==> src/rtl/load_store_unit.sv <==
// rtl/load_store_unit.sv - single-word load/store bus adapter with byte strobes, timeout and stall
// Optional feature macro: LSU_MISALIGN_TRAP_EN (misaligned half/word accesses trap instead of using lane 0)
module load_store_unit #(
   parameter int TIMEOUT = 255,
   parameter int CNT_W   = 8
) (
   input  logic        clk,
   input  logic        rst,
   input  logic        req_valid,
   input  logic        req_write,
   input  logic [2:0]  req_func3,
   input  logic [31:0] req_addr,
   input  logic [31:0] req_wdata,
   output logic        stall,
   output logic        resp_valid,
   output logic [31:0] resp_rdata,
   output logic        resp_err,
   output logic        misaligned,
   output logic        mem_req,
   output logic        mem_we,
   output logic [31:0] mem_addr,
   output logic [31:0] mem_wdata,
   output logic [3:0]  mem_wstrb,
   input  logic        mem_ack,
   input  logic [31:0] mem_rdata
);

   localparam logic [1:0] S_IDLE = 2'd0;
   localparam logic [1:0] S_BUS  = 2'd1;
   localparam logic [1:0] S_RESP = 2'd2;

   // Counter value on the last permitted wait cycle; unused when TIMEOUT is 0.
   localparam logic [CNT_W-1:0] TO_LAST = (TIMEOUT == 0) ? '0 : CNT_W'(TIMEOUT - 1);

   logic [1:0]       state_q, state_d;
   logic [CNT_W-1:0] cnt_q, cnt_d;
   logic [2:0]       func3_q, func3_d;
   logic [1:0]       off_q, off_d;
   logic             mem_req_q, mem_req_d;
   logic             mem_we_q, mem_we_d;
   logic [31:0]      mem_addr_q, mem_addr_d;
   logic [31:0]      mem_wdata_q, mem_wdata_d;
   logic [3:0]       mem_wstrb_q, mem_wstrb_d;
   logic             resp_valid_q, resp_valid_d;
   logic [31:0]      resp_rdata_q, resp_rdata_d;
   logic             resp_err_q, resp_err_d;

   logic             req_legal;
   logic [3:0]       st_wstrb;
   logic [31:0]      st_wdata;

`ifdef LSU_MISALIGN_TRAP_EN
   logic             mis_q, mis_d;
   logic             req_misal;
`endif

   // Extract, sign/zero-extend the addressed lane of a returned bus word.
   function automatic logic [31:0] fmt_load(input logic [2:0] f3, input logic [1:0] off,
                                            input logic [31:0] d);
      logic [7:0]  b;
      logic [15:0] h;
      logic [31:0] r;
      case (off)
         2'd0:    b = d[7:0];
         2'd1:    b = d[15:8];
         2'd2:    b = d[23:16];
         default: b = d[31:24];
      endcase
      h = off[1] ? d[31:16] : d[15:0];
      case (f3[1:0])
         2'b00:   r = f3[2] ? {24'b0, b} : {{24{b[7]}}, b};
         2'b01:   r = f3[2] ? {16'b0, h} : {{16{h[15]}}, h};
         default: r = d;
      endcase
      return r;
   endfunction

   // Decode legality, misalignment and store lane formatting of the incoming request.
   always_comb begin
      req_legal = 1'b0;
      st_wstrb  = 4'b0000;
      st_wdata  = req_wdata;
      if (req_write) begin
         req_legal = (req_func3 == 3'b000) || (req_func3 == 3'b001) || (req_func3 == 3'b010);
      end else begin
         req_legal = (req_func3 == 3'b000) || (req_func3 == 3'b001) || (req_func3 == 3'b010) ||
                     (req_func3 == 3'b100) || (req_func3 == 3'b101);
      end
      if (req_write) begin
         case (req_func3[1:0])
            2'b00: begin
               st_wstrb = 4'b0001 << req_addr[1:0];
               st_wdata = {4{req_wdata[7:0]}};
            end
            2'b01: begin
               st_wstrb = req_addr[1] ? 4'b1100 : 4'b0011;
               st_wdata = {2{req_wdata[15:0]}};
            end
            default: begin
               st_wstrb = 4'b1111;
               st_wdata = req_wdata;
            end
         endcase
      end
`ifdef LSU_MISALIGN_TRAP_EN
      req_misal = ((req_func3[1:0] == 2'b01) && req_addr[0]) ||
                  ((req_func3[1:0] == 2'b10) && (req_addr[1:0] != 2'b00));
`endif
   end

   // Next-state logic for the IDLE -> BUS -> RESP transaction sequence.
   always_comb begin
      state_d      = state_q;
      cnt_d        = cnt_q;
      func3_d      = func3_q;
      off_d        = off_q;
      mem_req_d    = mem_req_q;
      mem_we_d     = mem_we_q;
      mem_addr_d   = mem_addr_q;
      mem_wdata_d  = mem_wdata_q;
      mem_wstrb_d  = mem_wstrb_q;
      resp_valid_d = resp_valid_q;
      resp_rdata_d = resp_rdata_q;
      resp_err_d   = resp_err_q;
`ifdef LSU_MISALIGN_TRAP_EN
      mis_d        = mis_q;
`endif
      case (state_q)
         S_IDLE: begin
            if (req_valid) begin
               func3_d = req_func3;
               off_d   = req_addr[1:0];
               if (!req_legal) begin
                  state_d      = S_RESP;
                  resp_valid_d = 1'b1;
                  resp_err_d   = 1'b1;
                  resp_rdata_d = 32'h0;
`ifdef LSU_MISALIGN_TRAP_EN
               end else if (req_misal) begin
                  state_d      = S_RESP;
                  resp_valid_d = 1'b1;
                  resp_err_d   = 1'b1;
                  resp_rdata_d = 32'h0;
                  mis_d        = 1'b1;
`endif
               end else begin
                  state_d     = S_BUS;
                  cnt_d       = '0;
                  mem_req_d   = 1'b1;
                  mem_we_d    = req_write;
                  mem_addr_d  = {req_addr[31:2], 2'b00};
                  mem_wdata_d = st_wdata;
                  mem_wstrb_d = st_wstrb;
               end
            end
         end
         S_BUS: begin
            if (mem_ack) begin
               state_d      = S_RESP;
               mem_req_d    = 1'b0;
               resp_valid_d = 1'b1;
               resp_err_d   = 1'b0;
               resp_rdata_d = mem_we_q ? 32'h0 : fmt_load(func3_q, off_q, mem_rdata);
            end else if ((TIMEOUT != 0) && (cnt_q == TO_LAST)) begin
               state_d      = S_RESP;
               mem_req_d    = 1'b0;
               resp_valid_d = 1'b1;
               resp_err_d   = 1'b1;
               resp_rdata_d = 32'h0;
            end else begin
               cnt_d = cnt_q + 1'b1;
            end
         end
         S_RESP: begin
            state_d      = S_IDLE;
            resp_valid_d = 1'b0;
            resp_err_d   = 1'b0;
            resp_rdata_d = 32'h0;
`ifdef LSU_MISALIGN_TRAP_EN
            mis_d        = 1'b0;
`endif
         end
         default: begin
            state_d = S_IDLE;
         end
      endcase
   end

   // State and output registers; reset abandons any outstanding bus cycle.
   always_ff @(posedge clk) begin
      if (rst) begin
         state_q      <= S_IDLE;
         cnt_q        <= '0;
         func3_q      <= 3'b000;
         off_q        <= 2'b00;
         mem_req_q    <= 1'b0;
         mem_we_q     <= 1'b0;
         mem_addr_q   <= 32'h0;
         mem_wdata_q  <= 32'h0;
         mem_wstrb_q  <= 4'b0000;
         resp_valid_q <= 1'b0;
         resp_rdata_q <= 32'h0;
         resp_err_q   <= 1'b0;
`ifdef LSU_MISALIGN_TRAP_EN
         mis_q        <= 1'b0;
`endif
      end else begin
         state_q      <= state_d;
         cnt_q        <= cnt_d;
         func3_q      <= func3_d;
         off_q        <= off_d;
         mem_req_q    <= mem_req_d;
         mem_we_q     <= mem_we_d;
         mem_addr_q   <= mem_addr_d;
         mem_wdata_q  <= mem_wdata_d;
         mem_wstrb_q  <= mem_wstrb_d;
         resp_valid_q <= resp_valid_d;
         resp_rdata_q <= resp_rdata_d;
         resp_err_q   <= resp_err_d;
`ifdef LSU_MISALIGN_TRAP_EN
         mis_q        <= mis_d;
`endif
      end
   end

   // Core is held while a request is being accepted or a bus cycle is outstanding.
   always_comb begin
      stall = ((state_q == S_IDLE) && req_valid) || (state_q == S_BUS);
   end

   assign resp_valid = resp_valid_q;
   assign resp_rdata = resp_rdata_q;
   assign resp_err   = resp_err_q;
   assign mem_req    = mem_req_q;
   assign mem_we     = mem_we_q;
   assign mem_addr   = mem_addr_q;
   assign mem_wdata  = mem_wdata_q;
   assign mem_wstrb  = mem_wstrb_q;
`ifdef LSU_MISALIGN_TRAP_EN
   assign misaligned = mis_q;
`else
   assign misaligned = 1'b0;
`endif

endmodule

==> config.mk <==
export PLATFORM = sky130hd
export DESIGN_NAME = load_store_unit
export DESIGN_NICKNAME = d
export VERILOG_FILES = /design/src/rtl/load_store_unit.sv
export SDC_FILE = /design/constraint.sdc
export NUM_CORES = 1
export LEC_CHECK = 0
export ABC_AREA = 1
export ABC_CLOCK_PERIOD_IN_PS = 1500
export BUFFER_PORTS_ARGS = -buffer_cell sky130_fd_sc_hd__buf_2
export CORE_ASPECT_RATIO = 1.1
export CORE_MARGIN = 10
export CORE_UTILIZATION = 34
export DETAILED_ROUTE_END_ITERATION = 10
export GPL_TIMING_DRIVEN = 1
export PLACE_DENSITY_LB_ADDON = 0.05
export SLEW_MARGIN = 20
export SYNTH_ARGS = -nofsm -noshare
export SYNTH_HDL_FRONTEND = slang
export SYNTH_SLANG_ARGS = --single-unit
==> constraint.sdc <==
create_clock -name clk -period 1.5 [get_ports clk]
set_input_delay 0.15 -clock clk [delete_from_list [all_inputs] [get_ports clk]]
set_output_delay 0.15 -clock clk [all_outputs]
set_load 0.1 [all_outputs]
==> results.sh <==
export IMPL_syn_area_sq_mm=0.005547
export IMPL_rsz0062_at_grt="yes"
export IMPL_synthSimpleGateAreaFrac=0.2527
export IMPL_power_leakage_uw=0.003929
export IMPL_vias_per_cell=4.882
export IMPL_path_clk_slew_ns=0.06
export IMPL_synthArstFlopShare=0
export IMPL_num_vias=6351
export IMPL_num_rows=48
export IMPL_die_w_microns=141.8
export IMPL_synth_commonest_cells="nand2_1, a21oi_1, dfxtp_1"
export IMPL_setup_viol=13
export IMPL_first_iter_violations=367
export IMPL_grt_pass1_vias=6429
export IMPL_reg2reg_depth=11
export IMPL_regToRegSetupSlack_ns=-0.08
export IMPL_hold_path_startpoint="req_wdata[7]"
export IMPL_startpoint_type="flip-flop"
export IMPL_clockRootBuffer="clkbuf_16"
export IMPL_ant_nets=0
export IMPL_violations="negative setup slack"
export IMPL_core_region_area_sq_mm=0.01586
export IMPL_fin_util=0.5268
export IMPL_vdd_ir_drop_max_v=0.0007824
export IMPL_yosysSeqAreaShare=0.4223
export IMPL_h_tree_depth=4
export IMPL_fin_ws_ns=-0.08168
export IMPL_hold_viol=0
export IMPL_globalplace_congestion=0.9434
export IMPL_synth_warnings=0
export IMPL_numCtsBuffers=17
export IMPL_worstPathArrival_ns=1.87
export IMPL_place_worst_setup_slack_ns=-0.01616
export IMPL_slew_headroom=0.6557
export IMPL_port_buffers=206
export IMPL_netlist_top_cells_area="dfxtp_1, nand2_1, a21oi_1, o21ai_0, nor2_1"
export IMPL_nets=1193
export IMPL_drt_pass1_iter_count=5
export IMPL_layout_drive_gt1_share=0.3355
export IMPL_crit_start="cnt_q[0]"
export IMPL_yosysMostFrequentCell="nand2_1"
export IMPL_areaGrowthSynthToFinish_pct=50.58
export IMPL_drc=0
export IMPL_grt_pass1_wl_microns=33310
export IMPL_antenna_found_initial=1
export IMPL_power_density_mw_per_mm2=1249
export IMPL_whs_ns=0.01967
export IMPL_timing_final_max_slew_violations=0
export IMPL_hold_class="in2reg"
export IMPL_min_period_ns=1.582
export IMPL_fmax_mhz=632.2
export IMPL_synth_compound_area_frac=0.2303
export IMPL_cts_tree="yes"
export IMPL_clk_latency_ns=0.42
export IMPL_clock_skew_ns=0.02032
export IMPL_clock_sinks=117
export IMPL_syn_area_per_cell_sq_um=6.873
export IMPL_cts_path_max_buffers=2
export IMPL_tightest_slew_ns=0.5201
export IMPL_cap_violations=0
export IMPL_grt_max_degree=73
export IMPL_synthAdderAreaFrac=0.004512
export IMPL_start_util=0.3498
export IMPL_globalRouteOverflowTotal=0
export IMPL_cp_endpoint="resp_rdata[6]"
export IMPL_synth_seq_cells=117
export IMPL_dp_hpwl_microns=15030
export IMPL_yosysTopAreaCellShare=0.4223
export IMPL_synth_top_family_by_area="simple AND/OR/NAND/NOR gates"
export IMPL_synthXorXnorAreaFrac=0.003158
export IMPL_timing_final_crit_share=1.054
export IMPL_ioPinCount=210
export IMPL_required_ns=1.79
export IMPL_synth_area_leader_cell="dfxtp_1"
export IMPL_status="finished with violations"
export IMPL_synth_ff_type="dfxtp_1"
export IMPL_endpoint_kind="flip-flop"
export IMPL_synth_cell_types=31
export IMPL_cp_max_fo=7
export IMPL_synth_edf_count=0
export IMPL_timing_rr_start="cnt_q[0]"
export IMPL_regToRegEndpoint="resp_rdata[6]"
export IMPL_critPathKind="reg2reg"
export IMPL_synth_mux_area_fraction=0
export IMPL_grt_usage=0.1876
export IMPL_design_die_area_sq_mm=0.02183
export IMPL_wl_microns=21590
export IMPL_synthCells=807
export IMPL_die_h_microns=154.0
export IMPL_routedWlPerCell_microns=16.59
## power by group
group | switching, uW | total (uW) | internal (uW)
sequential | 111 | 3410 | 3300
combinational | 2330 | 3190 | 854
clock | 1490 | 3840 | 2350
## cell type report
cell class | instances | area (sq um)
Fill cell | 1662 | 7503
Tap cell | 200 | 250.2
Clock buffer | 19 | 452.9
Inverter | 50 | 203.9
Antenna cell | 1 | 2.502
Sequential cell | 117 | 2351
Multi-Input combinational cell | 589 | 2878
Clock inverter | 13 | 107.6
Timing Repair Buffer | 312 | 2106
## registers in the layout (all words and copies together) (netlist names)
register / count
cnt_q: 8
func3_q: 3
mem_addr: 30
mem_req: 1
mem_wdata: 32
mem_we: 1
mem_wstrb: 4
off_q: 2
resp_err: 1
resp_rdata: 32
resp_valid: 1
state_q: 2
## critical path: stages, from the launching register on
cell and delay [ns]:
dfxtp_2 0.32, inv_2 0.07, ha_4 0.13, nand2_2 0.04
nor2_1 0.10, nand2_1 0.09, nand2_4 0.11, nand2_8 0.08
buf_8 0.15, buf_4 0.14, o21ai_1 0.13, a21oi_1 0.08
## per-layer routing
layer  GRT usage  up-vias  part of all wire
li1            -     3200                 -
met1      0.2120     2907              0.40
met2      0.3100      219              0.49
met3     0.08534       25             0.097
met4     0.05309        0             0.020
met5           0        -                 0
## cell families after synthesis
logic type,after synthesis
AO/OA/AOI/OAI,251
XOR/XNOR,2
adder cells (fa/ha/maj),2
buffers and inverters,104
flip-flops,117
other,1
AND/OR/NAND/NOR,330
## layout by cell type (no fill, tap or decap), types with 26 or more instances in the layout
| cell type | n |
|---|---|
| nand2_1 | 207 |
| buf_2 | 205 |
| a21oi_1 | 140 |
| dfxtp_1 | 110 |
| o21ai_0 | 76 |
| nor2_1 | 59 |
| dlygate4sd3_1 | 47 |
| buf_4 | 46 |
| inv_1 | 41 |
| nand3_1 | 26 |
## worst min path at each step
stage / slack (ns) / cells past startpoint / end
after floorplan: 0.29 / 2 / mem_wdata[10]
after global placement: 0.38 / 3 / mem_wdata[24]
after detailed placement: 0.39 / 3 / mem_wdata[24]
after CTS: 0.003 / 3 / mem_wdata[7]
after global routing: 0.03 / 3 / mem_wdata[3]
final: 0.02 / 3 / mem_wdata[7]
## what timing repair did
action,4_1_cts,5_1_grt
cloned,1,4
endpoints found under the setup margin,6,58
hold buffers,47,0
pin swaps,2,24
endpoints found under the hold margin,47,0
setup buffers,1,3
resized for setup,7,46
## through the flow
| stage | setup TNS (ns) | power [uW] | area [sq um] | cells |
|---|---|---|---|---|
| after CTS | -0.01004 | 10380 | 8108 | 1293 |
| after global placement | 0 | 6376 | 7038 | 1212 |
| after global routing | -3.138 | 10890 | 8349 | 1300 |
| after detailed placement | -0.03566 | 6369 | 7038 | 1212 |
| after floorplan | 0 | 5589 | 5558 | 809 |
| final | -0.6961 | 10430 | 8352 | 1301 |
Note: power is estimated with default switching activity, not from simulation.
